`config.mk`:
```
export PLATFORM = sky130hd
export DESIGN_NAME = out_signature_capture
export DESIGN_NICKNAME = d
export VERILOG_FILES = /design/src/rtl/out_signature_capture.sv
export SDC_FILE = /design/constraint.sdc
export NUM_CORES = 1
export LEC_CHECK = 0
export ABC_CLOCK_PERIOD_IN_PS = 3900
export CAP_MARGIN = 20
export CORE_MARGIN = 2
export CORE_UTILIZATION = 45
export CTS_CLUSTER_DIAMETER = 60
export DETAILED_ROUTE_END_ITERATION = 10
export PLACE_DENSITY = 0.73
export SYNTH_ARGS = -nofsm -noshare
export SYNTH_HDL_FRONTEND = slang
export SYNTH_SLANG_ARGS = --single-unit
```
`constraint.sdc`:
```
create_clock -name clkin_data -period 3.9 [get_ports clkin_data]
set_input_delay 0.39 -clock clkin_data [delete_from_list [all_inputs] [get_ports clkin_data]]
set_output_delay 0.39 -clock clkin_data [all_outputs]
set_load 0.05 [all_outputs]
```
`src/rtl/out_signature_capture.sv`:
```
// -----------------------------------------------------------------------------
// out_signature_capture
//
// Response-capture stage placed after the fuzzed DUT top. When a start is
// accepted, it compresses a programmable number of consecutive
// (out_data, probe_data) samples into a MISR signature. It also counts the
// samples absorbed and the samples whose out_data differs from the previous
// sample. The harness compares these results between simulator builds, so no
// full trace has to be dumped.
//
// Ports
//   clkin_data     in   1        sole clock, rising edge
//   rstin_data     in   1        synchronous active-high reset
//   start_i        in   1        begin a capture run; only looked at in IDLE
//   num_samples_i  in   CNT_W    samples to capture; latched on accepted start
//   out_data_i     in   DATA_W   DUT out_data
//   probe_data_i   in   PROBE_W  DUT probe_data
//   busy_o         out  1        high in RUN and DONE
//   done_o         out  1        one-cycle pulse when a run completes
//   signature_o    out  SIG_W    current / final MISR value
//   sample_cnt_o   out  CNT_W    samples absorbed in this run
//   change_cnt_o   out  CNT_W    samples that differ from their predecessor
//                                (saturating)
// -----------------------------------------------------------------------------
module out_signature_capture #(
    parameter int               DATA_W  = 96,
    parameter int               PROBE_W = 32,
    parameter int               SIG_W   = 32,
    parameter int               CNT_W   = 16,
    parameter logic [SIG_W-1:0] POLY    = 32'h04C11DB7,
    parameter logic [SIG_W-1:0] SEED    = 32'hFFFFFFFF
) (
    input  logic               clkin_data,
    input  logic               rstin_data,
    input  logic               start_i,
    input  logic [CNT_W-1:0]   num_samples_i,
    input  logic [DATA_W-1:0]  out_data_i,
    input  logic [PROBE_W-1:0] probe_data_i,
    output logic               busy_o,
    output logic               done_o,
    output logic [SIG_W-1:0]   signature_o,
    output logic [CNT_W-1:0]   sample_cnt_o,
    output logic [CNT_W-1:0]   change_cnt_o
);

    localparam logic [1:0] S_IDLE = 2'd0;
    localparam logic [1:0] S_RUN  = 2'd1;
    localparam logic [1:0] S_DONE = 2'd2;

    // out_data is split into SIG_W slices. When DATA_W is not a multiple of
    // SIG_W, the top slice is zero-padded.
    localparam int NSLICE = (DATA_W + SIG_W - 1) / SIG_W;
    localparam int PAD_W  = NSLICE * SIG_W;

    // XOR all slices of the data word together, then fold in the probe word
    // (truncated or zero-extended to SIG_W).
    function automatic logic [SIG_W-1:0] fold_sample(
        input logic [DATA_W-1:0]  data,
        input logic [PROBE_W-1:0] probe
    );
        logic [PAD_W-1:0] padded;
        logic [SIG_W-1:0] acc;
        padded = PAD_W'(data);
        acc    = SIG_W'(probe);
        for (int i = 0; i < NSLICE; i++) begin
            acc = acc ^ padded[i*SIG_W +: SIG_W];
        end
        return acc;
    endfunction

    // One MISR step: shift left, feed the polynomial back on MSB, add input.
    function automatic logic [SIG_W-1:0] misr_step(
        input logic [SIG_W-1:0] sig,
        input logic [SIG_W-1:0] fold
    );
        logic [SIG_W-1:0] fb;
        fb = sig[SIG_W-1] ? POLY : '0;
        return {sig[SIG_W-2:0], 1'b0} ^ fb ^ fold;
    endfunction

    // Increment that sticks at all-ones.
    function automatic logic [CNT_W-1:0] sat_inc(input logic [CNT_W-1:0] v);
        return (&v) ? v : v + CNT_W'(1);
    endfunction

    logic [1:0]        state;
    logic [CNT_W-1:0]  n_lat;
    logic [SIG_W-1:0]  sig;
    logic [CNT_W-1:0]  sample_cnt;
    logic [CNT_W-1:0]  change_cnt;
    logic [DATA_W-1:0] prev;

    logic [CNT_W-1:0]  cnt_inc;
    logic [SIG_W-1:0]  sig_next;

    always_comb begin
        cnt_inc  = sample_cnt + CNT_W'(1);
        sig_next = misr_step(sig, fold_sample(out_data_i, probe_data_i));
    end

    always_ff @(posedge clkin_data) begin
        if (rstin_data) begin
            state      <= S_IDLE;
            n_lat      <= '0;
            sig        <= SEED;
            sample_cnt <= '0;
            change_cnt <= '0;
            prev       <= '0;
        end else begin
            case (state)
                S_IDLE: begin
                    // Without a start, the results of the last run stay
                    // visible.
                    if (start_i) begin
                        n_lat      <= num_samples_i;
                        sig        <= SEED;
                        sample_cnt <= '0;
                        change_cnt <= '0;
                        state      <= (num_samples_i == '0) ? S_DONE : S_RUN;
                    end
                end
                S_RUN: begin
                    sig        <= sig_next;
                    sample_cnt <= cnt_inc;
                    // The first sample of a run has no predecessor, so it
                    // never counts as a change.
                    if ((sample_cnt != '0) && (out_data_i != prev)) begin
                        change_cnt <= sat_inc(change_cnt);
                    end
                    prev <= out_data_i;
                    if (cnt_inc == n_lat) begin
                        state <= S_DONE;
                    end
                end
                S_DONE: begin
                    state <= S_IDLE;
                end
                default: begin
                    state <= S_IDLE;
                end
            endcase
        end
    end

    always_comb begin
        busy_o       = (state != S_IDLE);
        done_o       = (state == S_DONE);
        signature_o  = sig;
        sample_cnt_o = sample_cnt;
        change_cnt_o = change_cnt;
    end

endmodule

```
==> flow_summary_export.csv <==
group,metric,value,unit
status,outcome,"finished clean",
timing,tns,0,ns
yosys,synth_edf_count,0,
power_and_ir_drop,total_power,4.82,mW
setup_path,crit_path_end_kind,"flop",
yosys,synth_nets,1300,
drt,drtPass1Iterations,5,
global_route,grtUsageMet2,39.7,%
die,die_h,149,um
timing,hold_ws,0.465,ns
clocking,clk-insertion-delay-late,0.44,ns
die,core_area,20400,sq um
die,initial_utilization,46.2,%
clocking,htree_levels,4,
timing,max-slew-margin-rel,44.4,%
yosys,synth_flop_cell,"dfxtp_1",
cells_and_area,final_cells,1609,
drt,drtAntennaViolNets,0,
yosys,syn_inst,1150,
timing,setup_viol,0,
global_route,grt_pass1_wl,41.4,mm
placed_design,hpwl,19.3,mm
global_route,grt_use_total,24.0,%
yosys,syn_avg_cell_area,8.18,sq um
global_route,antenna_found_initial,4,
die,ios,213,
timing,fin_worst_skew,0.00738,ns
cells_and_area,area_growth,30.5,%
global_route,grt.met1_usage,31.5,%
yosys,ys.warnings.count,0,
die,die_w,149,um
clocking,post_cts_buffers,0,
timing,period_share,75.8,%
drt,drc,0,
power_and_ir_drop,vdd_drop_max,336,uV
placed_design,globalplace.congestion,0.857,
setup_path,path_max_fanout,8,
timing,timing.final.ws_setup,0.943,ns
clocking,cts_tree,"built",
global_route,grtUsageMet3,5.28,%
die,dieArea,22100,sq um
cells_and_area,fillers,1828,
yosys,ys_types,50,
clocking,root_buffer,"clkbuf_16",
drt,drt_iter0_markers,464,
timing,fmax,338,MHz
setup_path,worstSetupPathType,"flop to flop",
cells_and_area,final_common_cell,"nand2_1",
clocking,cts_buffer_depth,2,
clocking,cts.sinks,178,
yosys,synth_area,9400,sq um
yosys,ys_ff_latch,178,
clocking,clk_pin_slew_worst_paths,0.07,ns
die,fp-row-count,52,
setup_path,cp-start-kind,"flop",
clocking,cts_resized,0,
timing,fin_crit,2.96,ns
cells_and_area,nets,1476,
setup_path,cp.required,4.27,ns
global_route,grt_max_degree,88,
drt,vias,8514,
yosys,ys_seq_area_share,37.9,%
global_route,grt_pass1_vias,7932,
setup_path,critical_path_arrival,3.33,ns
job,drv_cap,0,
timing,report.final.slew_viol_count,0,
placed_design,port_buffers,212,
drt,vias_per_cell,5.29,
clocking,numCtsBuffers,17,
global_route,grt_overflow,0,
power_and_ir_drop,p_per_area,392,nW/um^2
cells_and_area,layout_common_cells,"nand2_1, clkdlybuf4s50_1, xnor2_1",
worst_hold_path,hp-class,"flop to flop",
placed_design,post-place-ws,0.730,ns
drt,wirelength,26.9,mm
power_and_ir_drop,p_leak,4.37,nW
clocking,cts_hold_buffers,0,
global_route,grt.busiest_layer,"met2",
timing,worst_pin_slew,0.834,ns
cells_and_area,antennaDiodeCount,0,
drt,wire_per_inst,16.7,um
yosys,async_reset_ff_share,0,%
placed_design,placed_cells,1577,
timing,grt_setup_unrepaired,"false",
timing,hold_viol,0,
cells_and_area,final_layout_size_suffix_gt1_share,4.26,%
## routing by layer
| metal | part of all wire, % | wire (um) |
|---|---|---|
| met3 | 7.1 | 1900 |
| met4 | 2.0 | 525 |
| met1 | 44 | 11800 |
| met5 | 0.052 | 14 |
| met2 | 47 | 12600 |
## sequential cells by signal, summed over array words and instances (netlist names)
| name | flops |
|---|---|
| prev | 96 |
| signature_o | 32 |
| change_cnt_o | 16 |
| n_lat | 16 |
| sample_cnt_o | 16 |
| state | 2 |
## synth_stat cells (11+ instances only)
cell type    n  area, sq um
o21ai_0     19         95.1
xnor2_1    182         1590
nor4_1      27          169
nand2b_1    37          231
dfxtp_1    178         3560
nand3_1     11         55.1
clkbuf_1    57          214
xor2_1      84          736
nand2_1    243          912
a21oi_1    135          676
nor2_1      37          139
o22ai_1     32          200
nand4_1     21          131
## metrics by stage
step                area [sq um]  util (%)
finish                     12300      60.3
global route               12300      60.3
CTS                        12300      60.3
global placement           11700      57.5
floorplan                   9400         -
detailed placement         11700      57.5
## worst max-delay path: stages, from the launching register on
cell and delay [ns]:
dfxtp_1 0.50, ha_1 0.34, nand2b_1 0.12, o211ai_1 0.16
or3b_2 0.48, a2111oi_0 0.67, nand4_1 0.21, o32a_1 0.33
nor2_1 0.08
## area by class of cell
| cell class | instances | area, sq um | share of cell area, % |
|---|---|---|---|
| Clock inverter | 15 | 134 | 1.09 |
| Timing Repair Buffer | 220 | 2190 | 17.9 |
| Inverter | 7 | 26.3 | 0.214 |
| Sequential cell | 178 | 3560 | 29.0 |
| Clock buffer | 17 | 425 | 3.47 |
| Multi-Input combinational cell | 902 | 5590 | 45.6 |
| Tap cell | 270 | 338 | 2.75 |
## where the power goes
part / switching [mW] / leakage, nW / internal, mW
clock network: 0.811 / 0.264 / 0.843
registers: 0.0808 / 1.45 / 1.92
logic: 0.626 / 2.65 / 0.530
## path summary, 6_finish.rpt
| kind | from | endpoint | slack (ns) | depth (start not counted) |
|---|---|---|---|---|
| setup / recovery | sample_cnt_o[0]$_SDFFE_PP0P_ | state[1]$_SDFFE_PP0P_ | 0.94 | 8 |
| hold / removal | n_lat[2]$_SDFFE_PP0P_ | n_lat[2]$_SDFFE_PP0P_ | 0.47 | 2 |
| setup reg to reg | sample_cnt_o[0]$_SDFFE_PP0P_ | state[1]$_SDFFE_PP0P_ | 0.94 | 8 |
| hold reg to reg | n_lat[2]$_SDFFE_PP0P_ | n_lat[2]$_SDFFE_PP0P_ | 0.47 | 2 |
## cell families after synthesis
kind of cell	after synthesis	share of synthesized area (%)
AND/OR/NAND/NOR	416	20.8
adder cells (fa/ha/maj)	3	0.399
buffers and inverters	70	2.87
multiplexers	3	0.319
XOR/XNOR	266	24.8
flip-flops	178	37.9
AO/OA/AOI/OAI	214	12.9
Power figures use the tool's default switching activity.
